File: config.mk
export PLATFORM = sky130hd
export DESIGN_NAME = note_sprite_fetch_flat
export DESIGN_NICKNAME = d
export VERILOG_FILES = /design/src/rtl/note_sprite_fetch_if.sv /design/src/rtl/note_sprite_fetch.sv /design/src/flat_wrapper.sv
export SDC_FILE = /design/constraint.sdc
export NUM_CORES = 1
export LEC_CHECK = 0
export ABC_AREA = 1
export CORE_MARGIN = 3
export CORE_UTILIZATION = 40
export DETAILED_ROUTE_END_ITERATION = 6
export GPL_ROUTABILITY_DRIVEN = 0
export PLACE_DENSITY = 0.86
export SLEW_MARGIN = 20
export SYNTH_ARGS = -nofsm -noshare
export SYNTH_HDL_FRONTEND = slang
export SYNTH_SLANG_ARGS = --single-unit
File: constraint.sdc
create_clock -name Clk -period 2.3 [get_ports Clk]
set_input_delay 0.23 -clock Clk [delete_from_list [all_inputs] [get_ports Clk]]
set_output_delay 0.23 -clock Clk [all_outputs]
set_load 0.01 [all_outputs]
File: src/rtl/note_sprite_fetch_if.sv
// Lane-side bundle for note_sprite_fetch: control pulses, scan position, sprite ROM port and pixel
// output. The master side drives scan/control/ROM data; the slave side is the fetch engine.
interface note_sprite_fetch_if;
    logic        frame_start;
    logic        note_spawn;
    logic        note_clear;
    logic [9:0]  DrawX;
    logic [9:0]  DrawY;
    logic [23:0] rom_data;
    logic [12:0] rom_addr;
    logic        pixel_on;
    logic [23:0] pixel_rgb;
    logic        note_active;
    logic [9:0]  note_y;
    logic        note_missed;

    modport master (
        output frame_start, note_spawn, note_clear, DrawX, DrawY, rom_data,
        input  rom_addr, pixel_on, pixel_rgb, note_active, note_y, note_missed
    );

    modport slave (
        input  frame_start, note_spawn, note_clear, DrawX, DrawY, rom_data,
        output rom_addr, pixel_on, pixel_rgb, note_active, note_y, note_missed
    );
endinterface

File: src/rtl/note_sprite_fetch.sv
// Per-lane falling-note engine: tracks one note's top row per frame, maps the scan position to a
// 64x64 sprite ROM address and emits the keyed ROM pixel two cycles after the scan position.
module note_sprite_fetch #(
    parameter logic [9:0]  LANE_X      = 10'd128,
    parameter logic [9:0]  SPEED       = 10'd4,
    parameter logic [10:0] SCREEN_H    = 11'd480,
    parameter logic [23:0] TRANSPARENT = 24'hFF00FF
) (
    input  logic               Clk,
    input  logic               Reset,
    note_sprite_fetch_if.slave bus
);

    typedef enum logic {StIdle, StFalling} state_e;

    state_e      state_q, state_d;
    logic [9:0]  y_q, y_d;
    logic        missed_q, missed_d;
    logic [10:0] next_y;

    logic [10:0] x11, y11, lane11, top11;
    logic [5:0]  dx, dy;
    logic        hit0, hit1_q, hit2_q;
    logic [12:0] addr_d, addr_q;
    logic        pix_on;

    // Clear is resolved before spawn, and spawn before frame_start.
    always_comb begin
        state_d  = state_q;
        y_d      = y_q;
        missed_d = 1'b0;
        next_y   = {1'b0, y_q} + {1'b0, SPEED};
        unique case (state_q)
            StIdle: begin
                if (bus.note_spawn) begin
                    state_d = StFalling;
                    y_d     = '0;
                end
            end
            StFalling: begin
                if (bus.note_clear) begin
                    state_d = bus.note_spawn ? StFalling : StIdle;
                    y_d     = '0;
                end else if (bus.frame_start) begin
                    if (next_y >= SCREEN_H) begin
                        state_d  = StIdle;
                        y_d      = '0;
                        missed_d = 1'b1;
                    end else begin
                        y_d = next_y[9:0];
                    end
                end
            end
            default: state_d = StIdle;
        endcase
    end

    // Offsets only need their low 6 bits: inside the box they are exact, outside they are unused.
    always_comb begin
        x11    = {1'b0, bus.DrawX};
        y11    = {1'b0, bus.DrawY};
        lane11 = {1'b0, LANE_X};
        top11  = {1'b0, y_q};
        dx     = bus.DrawX[5:0] - LANE_X[5:0];
        dy     = bus.DrawY[5:0] - y_q[5:0];
        hit0   = (state_q == StFalling)
               && (x11 >= lane11) && (x11 < lane11 + 11'd64)
               && (y11 >= top11)  && (y11 < top11 + 11'd64);
        addr_d = hit0 ? {1'b0, dy, dx} : 13'd0;
    end

    always_ff @(posedge Clk or posedge Reset) begin
        if (Reset) begin
            state_q  <= StIdle;
            y_q      <= '0;
            missed_q <= 1'b0;
            addr_q   <= '0;
            hit1_q   <= 1'b0;
            hit2_q   <= 1'b0;
        end else begin
            state_q  <= state_d;
            y_q      <= y_d;
            missed_q <= missed_d;
            addr_q   <= addr_d;
            hit1_q   <= hit0;
            hit2_q   <= hit1_q;
        end
    end

    // hit2 lines up with the ROM's registered read data.
    always_comb begin
        pix_on = hit2_q && (bus.rom_data != TRANSPARENT);
    end

    assign bus.rom_addr    = addr_q;
    assign bus.pixel_on    = pix_on;
    assign bus.pixel_rgb   = pix_on ? bus.rom_data : 24'h000000;
    assign bus.note_active = (state_q == StFalling);
    assign bus.note_y      = y_q;
    assign bus.note_missed = missed_q;

endmodule

File: src/flat_wrapper.sv
// flat-port wrapper written by rule: the top's interface ports become plain ports
module note_sprite_fetch_flat 
#(
    parameter logic [9:0]  LANE_X      = 10'd128,
    parameter logic [9:0]  SPEED       = 10'd4,
    parameter logic [10:0] SCREEN_H    = 11'd480,
    parameter logic [23:0] TRANSPARENT = 24'hFF00FF
)
  (Clk, Reset, bus_frame_start, bus_note_spawn, bus_note_clear, bus_DrawX, bus_DrawY, bus_rom_data, bus_rom_addr, bus_pixel_on, bus_pixel_rgb, bus_note_active, bus_note_y, bus_note_missed);
  note_sprite_fetch_if bus_i ();
  input  logic Clk;
  input  logic Reset;
  input wire logic [$bits(bus_i.frame_start)-1:0] bus_frame_start;
  input wire logic [$bits(bus_i.note_spawn)-1:0] bus_note_spawn;
  input wire logic [$bits(bus_i.note_clear)-1:0] bus_note_clear;
  input wire logic [$bits(bus_i.DrawX)-1:0] bus_DrawX;
  input wire logic [$bits(bus_i.DrawY)-1:0] bus_DrawY;
  input wire logic [$bits(bus_i.rom_data)-1:0] bus_rom_data;
  output wire logic [$bits(bus_i.rom_addr)-1:0] bus_rom_addr;
  output wire logic [$bits(bus_i.pixel_on)-1:0] bus_pixel_on;
  output wire logic [$bits(bus_i.pixel_rgb)-1:0] bus_pixel_rgb;
  output wire logic [$bits(bus_i.note_active)-1:0] bus_note_active;
  output wire logic [$bits(bus_i.note_y)-1:0] bus_note_y;
  output wire logic [$bits(bus_i.note_missed)-1:0] bus_note_missed;
  assign bus_i.frame_start = bus_frame_start;
  assign bus_i.note_spawn = bus_note_spawn;
  assign bus_i.note_clear = bus_note_clear;
  assign bus_i.DrawX = bus_DrawX;
  assign bus_i.DrawY = bus_DrawY;
  assign bus_i.rom_data = bus_rom_data;
  assign bus_rom_addr = bus_i.rom_addr;
  assign bus_pixel_on = bus_i.pixel_on;
  assign bus_pixel_rgb = bus_i.pixel_rgb;
  assign bus_note_active = bus_i.note_active;
  assign bus_note_y = bus_i.note_y;
  assign bus_note_missed = bus_i.note_missed;
  note_sprite_fetch #(.LANE_X(LANE_X), .SPEED(SPEED), .SCREEN_H(SCREEN_H), .TRANSPARENT(TRANSPARENT)) u_core (.Clk(Clk), .Reset(Reset), .bus(bus_i));
endmodule
==> flow_metrics.env, run 1 <==
export IMPL_outcome="finished, final reports clean"
export IMPL_placementRows=24
export IMPL_regArea_um2=600.6
export IMPL_post_route_min_period_ns=2.082
export IMPL_seqPwrFrac=0.469
export IMPL_cts_hold_buf=0
export IMPL_die_area_mm2=0.005512
export IMPL_crit_path_cell_trace="ha_1 -> or2_2 -> nand2_1 -> ha_1 -> nand2_1 -> nand3b_2 -> inv_1 -> nand2_1 -> nand2_1 -> nor2_1 -> nand3_2 -> buf_4 -> nor2_2"
export IMPL_grt_setup_unrepaired="false"
export IMPL_die_x_um=74.25
export IMPL_maxCapViolCount=0
export IMPL_dp_hpwl_um=4258
export IMPL_vdd_drop_max_mv=0.2598
export IMPL_drtAntennaViolNets=0
export IMPL_finalWirelength_um=5413
export IMPL_critPathMaxStageDelay_ns=0.40
export IMPL_p_leak_uw=0.001975
export IMPL_p_total_uw=933.9
export IMPL_pwr_share_comb=0.269
export IMPL_diodes=0
export IMPL_power_density_mw_per_mm2=307.9
export IMPL_worstPathBufferInverterCount=2
export IMPL_numClockSinks=24
export IMPL_end_kind="flip-flop"
export IMPL_power_net_switching_uw=255.3
export IMPL_cp_required_ns=2.50
export IMPL_setup_worst_path_start_class="flip-flop"
export IMPL_multi_input_area_um2=993.5
export IMPL_use_met1=0.1970
export IMPL_pin_count=99
export IMPL_r2r_slack_ns=0.22
export IMPL_synthDistinctLibCells=25
export IMPL_cts_buffer_depth=2
export IMPL_path_clk_slew_ns=0.08
export IMPL_grt_busiest_layer="met2"
export IMPL_cp_arrival_ns=2.28
export IMPL_drv_slew=0
export IMPL_period_share=0.9052
export IMPL_die_h_um=74.25
export IMPL_cts_tree="yes"
export IMPL_netlist_area_mm2=0.001863
export IMPL_dpl_cell_area_mm2=0.002892
export IMPL_clk_latency_ns=0.26
export IMPL_whs_ns=0.3110
export IMPL_hp_class="in -> async"
export IMPL_setup_violations=0
export IMPL_drive_gt1_frac=0.07181
export IMPL_io_buffers=95
export IMPL_viasPerCell=4.794
export IMPL_grt_util_met2=0.3406
export IMPL_rr_endpoint="u_core.bus.rom_addr[5]"
export IMPL_fmax_ghz=0.4803
export IMPL_antenna_found_initial=0
export IMPL_layout_nets=443
export IMPL_intPower_uw=678.6
export IMPL_skew_ns=0.003710
export IMPL_cts_buffers=3
export IMPL_grt_max_degree=26
export IMPL_yosysSeqAreaShare=0.3224
export IMPL_grt_pass1_wl_um=7659
export IMPL_reg2regPathDepth=13
export IMPL_gr_usage_met3=0.02703
export IMPL_final_area_mm2=0.003033
export IMPL_grt_pass1_vias=1819
export IMPL_swShare=0.2734
export IMPL_preCtsSetupSlack_ns=-0.02315
export IMPL_num_vias=2052
export IMPL_area_growth_syn_to_layout_pct=62.79
export IMPL_syn_inst=275
export IMPL_start_util=0.4221
export IMPL_slew_headroom=0.6571
export IMPL_cp_common_cell="nand2_1"
export IMPL_ys_warn_count=0
export IMPL_drt_pass1_iter_count=5
export IMPL_gr_usage_all_layers=0.1783
export IMPL_coreArea_mm2=0.004414
export IMPL_worstPathMaxFanout=13
export IMPL_grt_ovfl_total=0
export IMPL_worst_slew_pin_slew_ns=0.5096
export IMPL_rr_startpoint="u_core.bus.note_y[7]"
export IMPL_clkPwrFrac=0.262
export IMPL_utilization=0.6871
export IMPL_synth_seq_cells=24
export IMPL_setup_ws_ns=0.2180
export IMPL_syn_area_per_cell_um2=6.775
export IMPL_initialDrtViolationCount=52
export IMPL_cts_root_buf="clkbuf_8"
export IMPL_wl_per_cell_um=12.65
export IMPL_fillers=347
export IMPL_crit_slowest_cell="dfrtp_1"
export IMPL_path_delay_family="simple AND/OR/NAND/NOR gates"
export IMPL_path_class="reg -> reg"
export IMPL_final_hold_viol_count=0
export IMPL_htreeDepth=1
export IMPL_route_detailed_drc=0
-- power groups by stage --
stage / sequential, µW / clock (µW) / combinational [µW]
CTS: 438 / 253 / 251
detailed placement: 446 / 0 / 250
floorplan: 447 / 0 / 120
finish: 438 / 245 / 251
global placement: 446 / 0 / 243
global route: 440 / 264 / 278
-- placed cells by master (no fill, tap or decap) --
cell type	instances
clkdlybuf4s50_1	70
inv_1	62
nand2_1	58
nor2_1	41
dlymetal6s2s_1	25
dfrtp_1	24
ha_1	16
nand3_1	11
nand4_1	8
nor2_2	8
o21ai_1	8
a21oi_1	6
xor2_1	5
conb_1	5
buf_4	5
o21ai_0	4
clkbuf_8	3
nand3_2	2
nor3_1	2
nor3_2	2
nand2_2	2
or2_2	1
nand3b_2	1
clkinv_1	1
nand3b_1	1
nor4_1	1
xnor2_1	1
nor2_4	1
clkbuf_16	1
buf_12	1
-- synth_stat cells --
cell type | number | area, µm²
buf_6 | 1 | 11.26
nand2_2 | 1 | 6.260
or2_2 | 1 | 6.260
xor2_1 | 5 | 43.79
nand2_1 | 59 | 221.5
nor2_2 | 8 | 50.05
nand3_1 | 11 | 55.05
dfrtp_1 | 24 | 600.6
inv_1 | 62 | 232.7
nor2_1 | 41 | 153.9
nor2_4 | 1 | 11.26
nand3b_1 | 1 | 7.510
nand3b_2 | 1 | 11.26
xnor2_1 | 1 | 8.760
clkinv_1 | 1 | 3.750
buf_4 | 6 | 45.04
ha_1 | 16 | 200.2
nor3_1 | 4 | 20.02
o21ai_0 | 4 | 20.02
nor4_1 | 1 | 6.260
nand4_1 | 8 | 50.05
a21oi_1 | 6 | 30.03
conb_1 | 2 | 7.510
nand3_2 | 2 | 20.02
o21ai_1 | 8 | 40.04
-- cells by family after synthesis --
group           Yosys count  share of synthesized area
xor+xnor                  6                    0.02821
buf+inv                  70                     0.1571
compound gates           18                    0.04836
other cells               2                   0.004031
fa+ha+maj                16                     0.1075
simple gates            139                     0.3324
flops                    24                     0.3224
-- routing by layer --
metal	part of all wire	wire length, µm	vias up
met3	0.095	513	11
met2	0.49	2675	93
met4	0.023	127	0
met5	0	0	-
met1	0.39	2097	918
li1	-	-	1030
-- what timing repair did --
| action | in CTS | in global routing |
|---|---|---|
| cloned | 0 | 1 |
| setup buffers | 0 | 0 |
| resized for setup | 1 | 27 |
| endpoints found under the setup margin | 11 | 25 |
-- worst max path at each step --
stage	start	endpoint	slack, ns	depth (start not counted)
2_1_floorplan	u_core.bus.note_y[6]	u_core.bus.rom_addr[9]	0.24	13
3_3_place_gp	bus_rom_data[16]	bus_pixel_rgb[10]	0.006	10
3_5_place_dp	bus_rom_data[16]	bus_pixel_rgb[10]	-0.02	10
4_1_cts	bus_rom_data[16]	bus_pixel_rgb[10]	0.03	10
5_1_grt	u_core.bus.note_y[7]	u_core.bus.rom_addr[11]	0.03	13
6_report	u_core.bus.note_y[7]	u_core.bus.rom_addr[5]	0.22	13
-- flip-flops by register name (all words and copies together) (netlist names) --
| register | flops |
|---|---|
| u_core.hit2_q | 1 |
| u_core.bus.note_y | 8 |
| u_core.bus.note_active | 1 |
| u_core.bus.rom_addr | 12 |
| u_core.hit1_q | 1 |
| u_core.bus.note_missed | 1 |
-- per-stage QoR --
step,instances,TNS [ns]
after floorplan,278,0
after global placement,424,0
after detailed placement,424,-0.2019
after CTS,427,0
after global routing,428,0
final,428,0
-- area by class of cell --
| cell class | count | share of cell area |
|---|---|---|
| repair buffers | 102 | 0.3614 |
| multi-input cells | 184 | 0.3276 |
| flip-flops and latches | 24 | 0.1980 |
| inverters | 63 | 0.07797 |
| well taps | 52 | 0.02145 |
| clock buffers | 3 | 0.01361 |
-- worst register-to-register path, delay by kind of cell, from the launching register on --
| family | cells | cell delay (ns) |
|---|---|---|
| adder cells (fa/ha/maj) | 2 | 0.46 |
| buffers and inverters | 2 | 0.25 |
| flip-flops | 1 | 0.40 |
| AND/OR/NAND/NOR | 9 | 0.89 |
No activity file was read; power rests on OpenSTA's default activity.
==> run 2: changes to the inputs <==
--- a/config.mk
+++ b/config.mk
@@ -5,12 +5,11 @@
 export SDC_FILE = /design/constraint.sdc
 export NUM_CORES = 1
 export LEC_CHECK = 0
-export ABC_AREA = 1
 export CORE_MARGIN = 3
-export CORE_UTILIZATION = 40
+export CORE_UTILIZATION = 38
 export DETAILED_ROUTE_END_ITERATION = 6
 export GPL_ROUTABILITY_DRIVEN = 0
-export PLACE_DENSITY = 0.86
+export PLACE_DENSITY = 0.84
 export SLEW_MARGIN = 20
 export SYNTH_ARGS = -nofsm -noshare
 export SYNTH_HDL_FRONTEND = slang
==> flow_metrics.env, run 2 <==
export IMPL_synth_top_area_cell="dfrtp_1"
export IMPL_cts_buffers=3
export IMPL_grt_ovfl_total=0
export IMPL_initialDrtViolationCount=50
export IMPL_netlist_area_mm2=0.001733
export IMPL_numClockSinks=24
export IMPL_wl_per_cell_um=14.54
export IMPL_drt_pass1_iter_count=4
export IMPL_final_cell_mix="clkdlybuf4s50_1, and2_1, dfrtp_1, clkbuf_2, ha_1"
export IMPL_antenna_found_initial=0
export IMPL_end_kind="output port"
export IMPL_start_util=0.4124
export IMPL_drtAntennaViolNets=0
export IMPL_p_leak_uw=0.001226
export IMPL_syn_area_per_cell_um2=9.073
export IMPL_multi_input_area_mm2=0.001059
export IMPL_period_share=0.9890
export IMPL_post_route_min_period_ns=2.275
export IMPL_clk_latency_ns=0.27
export IMPL_setup_violations=0
export IMPL_num_vias=1753
export IMPL_synth_edf_count=0
export IMPL_final_hold_viol_count=0
export IMPL_synthArstFlopShare=1.000
export IMPL_p_total_uw=1052
export IMPL_placementRows=23
export IMPL_synthDistinctLibCells=41
export IMPL_ys_top_cells_by_area="dfrtp_1, ha_1, and2_1"
export IMPL_gr_usage_all_layers=0.1889
export IMPL_regArea_um2=600.6
export IMPL_ys_warn_count=0
export IMPL_path_class="in -> out"
export IMPL_area_growth_syn_to_layout_pct=60.79
export IMPL_power_density_mw_per_mm2=377.6
export IMPL_layout_nets=361
export IMPL_die_x_um=73.53
export IMPL_outcome="finished, final reports clean"
export IMPL_dp_hpwl_um=4066
export IMPL_synth_top_flop_cell="dfrtp_1"
export IMPL_maxCapViolCount=0
export IMPL_drive_gt1_frac=0.1322
export IMPL_syn_inst=191
export IMPL_grt_pass1_vias=1736
export IMPL_grt_pass1_wl_um=8107
export IMPL_fillers=364
export IMPL_vdd_drop_max_mv=0.3488
export IMPL_hp_class="in -> async"
export IMPL_cp_arrival_ns=2.04
export IMPL_crit_path_cell_trace="clkdlybuf4s50_1 -> or4b_4 -> nor4_4 -> a31oi_1 -> buf_4 -> and2_1 -> clkdlybuf4s15_1"
export IMPL_viasPerCell=5.081
export IMPL_drv_slew=0
export IMPL_largest_reg_flops=12
export IMPL_layout_commonest_cell="clkdlybuf4s50_1"
export IMPL_skew_ns=0.006377
export IMPL_cp_required_ns=2.07
export IMPL_die_area_mm2=0.005407
export IMPL_critPathMaxStageDelay_ns=0.56
export IMPL_diodes=0
export IMPL_grt_setup_unrepaired="true"
export IMPL_worstPathMaxFanout=11
export IMPL_fmax_ghz=0.4396
export IMPL_grt_max_degree=25
export IMPL_finalWirelength_um=5015
export IMPL_io_buffers=95
export IMPL_netlist_area_leader_share=0.3466
export IMPL_htreeDepth=1
export IMPL_die_h_um=73.53
export IMPL_crit_slowest_cell="or4b_4"
export IMPL_tns_ns=0
export IMPL_path_clk_slew_ns=0.08
export IMPL_cts_buffer_depth=2
export IMPL_setup_worst_path_start_class="input pin"
export IMPL_synth_seq_cells=24
export IMPL_whs_ns=0.3067
export IMPL_cts_root_buf="clkbuf_8"
export IMPL_synthMostInstantiatedCell="and2_1"
export IMPL_yosysSeqAreaShare=0.3466
export IMPL_yosys_top_cells_count="and2_1, dfrtp_1, ha_1"
export IMPL_cts_tree="yes"
export IMPL_coreArea_mm2=0.004202
export IMPL_pin_count=99
export IMPL_route_detailed_drc=0
-- run 2: what timing repair did --
action	CTS	global route
endpoints found under the hold margin	0	0
hold buffers	0	0
gates cloned	1	0
pin swaps	2	0
gates resized for setup	25	41
buffers inserted	0	0
setup endpoints to repair	21	22
-- run 2: stage by stage --
stage	setup slack, ns	instance area [µm²]	std cells	util
final	0.02519	2786	345	0.6632
after global routing	-0.09069	2786	345	0.6632
after CTS	-0.002564	2838	345	0.6754
after detailed placement	-0.3182	2779	340	0.6614
after global placement	-0.2828	2779	340	0.6614
after floorplan	0.1786	1744	194	-
-- run 2: where the power goes --
part	internal [µW]	switching (µW)	total, µW
sequential	429	5.23	434
combinational	145	110	255
clock	232	131	363
total	806	246	1050
-- run 2: cell type report --
class / count / area share
Clock inverter: 1 / 0.01078
Inverter: 15 / 0.02021
Multi-Input combinational cell: 146 / 0.3799
Sequential cell: 24 / 0.2155
Clock buffer: 3 / 0.01482
Timing Repair Buffer: 106 / 0.3363
Tap cell: 50 / 0.02245
-- run 2: final timing paths --
kind                       slack (ns)            startpoint  cells past startpoint                endpoint
min reg2reg                      0.36         u_core.hit1_q                      0           u_core.hit2_q
min                              0.31                 Reset                      3    u_core.bus.note_y[7]
max in group asynchronous        1.76                 Reset                      3  u_core.bus.rom_addr[0]
min in group Clk                 0.36         u_core.hit1_q                      0           u_core.hit2_q
max reg2reg                      0.17  u_core.bus.note_y[6]                      8  u_core.bus.rom_addr[8]
max                              0.03      bus_rom_data[12]                      7       bus_pixel_rgb[13]
-- run 2: cell families (layout without fill, tap and decap cells) --
| logic type | count (synthesis) | count (layout) | share of synthesized area |
|---|---|---|---|
| and+or+nand+nor | 84 | 84 | 0.2931 |
| DFF | 24 | 24 | 0.3466 |
| buffers and inverters | 24 | 125 | 0.06353 |
| other | 2 | 5 | 0.004334 |
| adders and majority gates | 16 | 16 | 0.1155 |
| AOI/OAI and AO/OA | 33 | 33 | 0.1271 |
| muxes | 3 | 3 | 0.02455 |
| xor gates and xnor gates | 5 | 5 | 0.02527 |
-- run 2: worst max-delay path: cells and delay by family --
family | cells | cell delay, ns
compound gates | 1 | 0.13
buf+inv | 3 | 0.84
simple gates | 3 | 0.85
-- run 2: routing by layer --
layer | part of all wire | vias up | track usage
met5 | 0 | - | 0
met2 | 0.51 | 77 | 0.3425
li1 | - | 881 | -
met3 | 0.081 | 4 | 0.03420
met4 | 0.0088 | 0 | 0.05030
met1 | 0.40 | 791 | 0.2270
==> RTL change (config.mk and constraints of run 2) <==
`y_q` no longer has a reset.
--- a/src/rtl/note_sprite_fetch.sv
+++ b/src/rtl/note_sprite_fetch.sv
@@ -72,19 +72,21 @@
     always_ff @(posedge Clk or posedge Reset) begin
         if (Reset) begin
             state_q  <= StIdle;
-            y_q      <= '0;
             missed_q <= 1'b0;
             addr_q   <= '0;
             hit1_q   <= 1'b0;
             hit2_q   <= 1'b0;
         end else begin
             state_q  <= state_d;
-            y_q      <= y_d;
             missed_q <= missed_d;
             addr_q   <= addr_d;
             hit1_q   <= hit0;
             hit2_q   <= hit1_q;
         end
+    end
+
+    always_ff @(posedge Clk) begin
+        y_q <= y_d;
     end
 
     // hit2 lines up with the ROM's registered read data.
Formal check against the unedited RTL: differs if Reset is asserted again (counterexample within 4 cycles, from zero or initial values and one cycle with Reset high); with Reset held inactive, the same outputs for 10 cycles.
==> RTL change against run 2 <==
Worst setup slack improved by 0.026 ns; sequential cell count up 2; final area grew 12%; routed wire length increased by 21%; global-route usage rose by 1.2 points; area after synthesis rose by 3.4%; critical path type is now reg -> reg; largest cell class is now buffers.
Power is not compared: it rests on default switching activity, and its combinational part moved more than twofold at a synthesized area within 25%.
==> RTL change: results (changes against run 2) <==
Cells and area
  • Inverters: 17 (+2)
  • NonClk Buf Share: 37.1% (+3.5 points)
  • Layout cell share with drive strength beyond 1: 23.8% (+11 points)
  • Clkbuf count: 3 (unchanged)
  • Multi-input logic area: 1060 sq um (+0.47%)
  • Clock network area share: 2.28% (-0.28 points)
  • FF/Latch Area: 701 sq um (+17%)
  • Fillers: 355 (-2.5%)
  • Seq cells: 26 (+8.3%)
  • Net count, final: 388 (+7.5%)
  • Signal buffers: 134 (+26%)
  • Layout Area Growth over Synthesis: 74.4%
  • Multi-input gates: 139 (-4.8%)

Floorplan
  • Row Count: 24 (+4.3%)

Detailed routing
  • Drt initial violations: 26 (-48%)
  • 1st-pass router iterations: 5 (+1)
  • Drt via density: 5.12 (+0.78%)
  • Vias: 1,905 (+8.7%)
  • Wirelength per Cell: 16.3 microns (+12%)

Logic synthesis
  • Post-synth EDFFs: 10 (+10)
  • Adder-Cell Fraction of Synth Area: 13.0% (+1.4 points)
  • Largest cells by area after synthesis: dfrtp_1 (22%), edfxtp_1 (17%), ha_1 (12%)
  • Post-synth cell types: 44 (+7.3%)
  • Avg Cell Area, Syn: 9.48 sq um (+4.5%)
  • Multiplexer share of the synthesized area: 0% (-2.5 points)
  • Synth Area in XOR/XNOR: 4.40% (+1.9 points)
  • Most frequent cells after synthesis: and2_1 (33), nor2_1 (18), ha_1 (17)
  • Async SR Flop Fraction: 61.5% (-38 points)
  • Synth Area in Compound Gates: 10.5% (-2.2 points)
  • Seq/Total Area, Yosys: 39.1% (+4.4 points)

Global routing
  • First-pass GRT wire length: 8520 microns (+5.1%)
  • GRT Total Usage: 20.1% (+1.2 points)
  • Vias in the first global route: 1,832 (+5.5%)
  • Largest net degree at the start of global routing: 17 (-32%)
  • Initial antenna violation count: 0 (unchanged)

Setup path
  • CP Capture Point: u_core.bus.note_y[8]$_SDFFCE_PP0P_
  • CP startpoint: u_core.bus.note_y[8]$_SDFFCE_PP0P_
  • Worst R2R Setup Slack: 0.05 ns (-0.12 ns)
  • CP max FO: 9 (-2)
  • Reg2Reg Depth: 7 (-1)
  • Crit path DAT: 2.28 ns (+0.24 ns)

Clocking
  • Clock Latency Late Sink: 0.27 ns (about the same)
  • CTS tree: done
  • Reg clk slew, reported paths: 0.10 ns (+0.02 ns)
  • H-tree depth: 1 (unchanged)

Placed design
  • DP Wirelength: 4720 microns (+16%)
  • Post-place instance area: 3030 sq um (+9.1%)
  • PortBufs: 97 (+2.1%)
  • Placed insts: 362 (+6.5%)
  • Setup WS pre-CTS: -0.326 ns (-0.00816 ns)

Timing
  • Final period utilization: 97.8% (-1.1 points)
  • Clock Skew: 0.00578 ns (-0.000601 ns)
  • Hold slack: 0.307 ns (-0.0000980 ns)

Pwr
  • Clock share of power: 26.9%
  • Total chip power: 1.42 mW

Run status
  • Outcome: complete, no violations
[RTL change: changes by cell type after synthesis, moves of 4 or more]
cell	delta
edfxtp_1	+10
dfrtp_1	-8
and2_1	+7
nor2_1	+7
nor3b_1	-7
o21ai_0	-5
nand2_1	-4
xnor2_1	+4
[RTL change: critical path, stage by stage (launching register included)]
cell and delay [ns]:
edfxtp_1 0.53, buf_4 0.19, buf_4 0.13, or3_2 0.47, a311oi_2 0.34, or3_4 0.19, buf_12 0.11, nor2_1 0.05
[RTL change: repair_timing]
item,in CTS,in global routing
hold buffers,0,0
buffers inserted,1,3
gates resized for setup,80,18
setup endpoints to repair,37,42
pin swaps,3,6
cloned,0,2
[RTL change: routing by layer]
layer  vias to the layer above  track usage, %  routed length (microns)
met5                         -               0                        0
met4                         0            4.15                      163
met3                        18            4.01                      469
met2                       100            38.0                     3030
met1                       873            23.6                     2390
li1                        914               -                        -
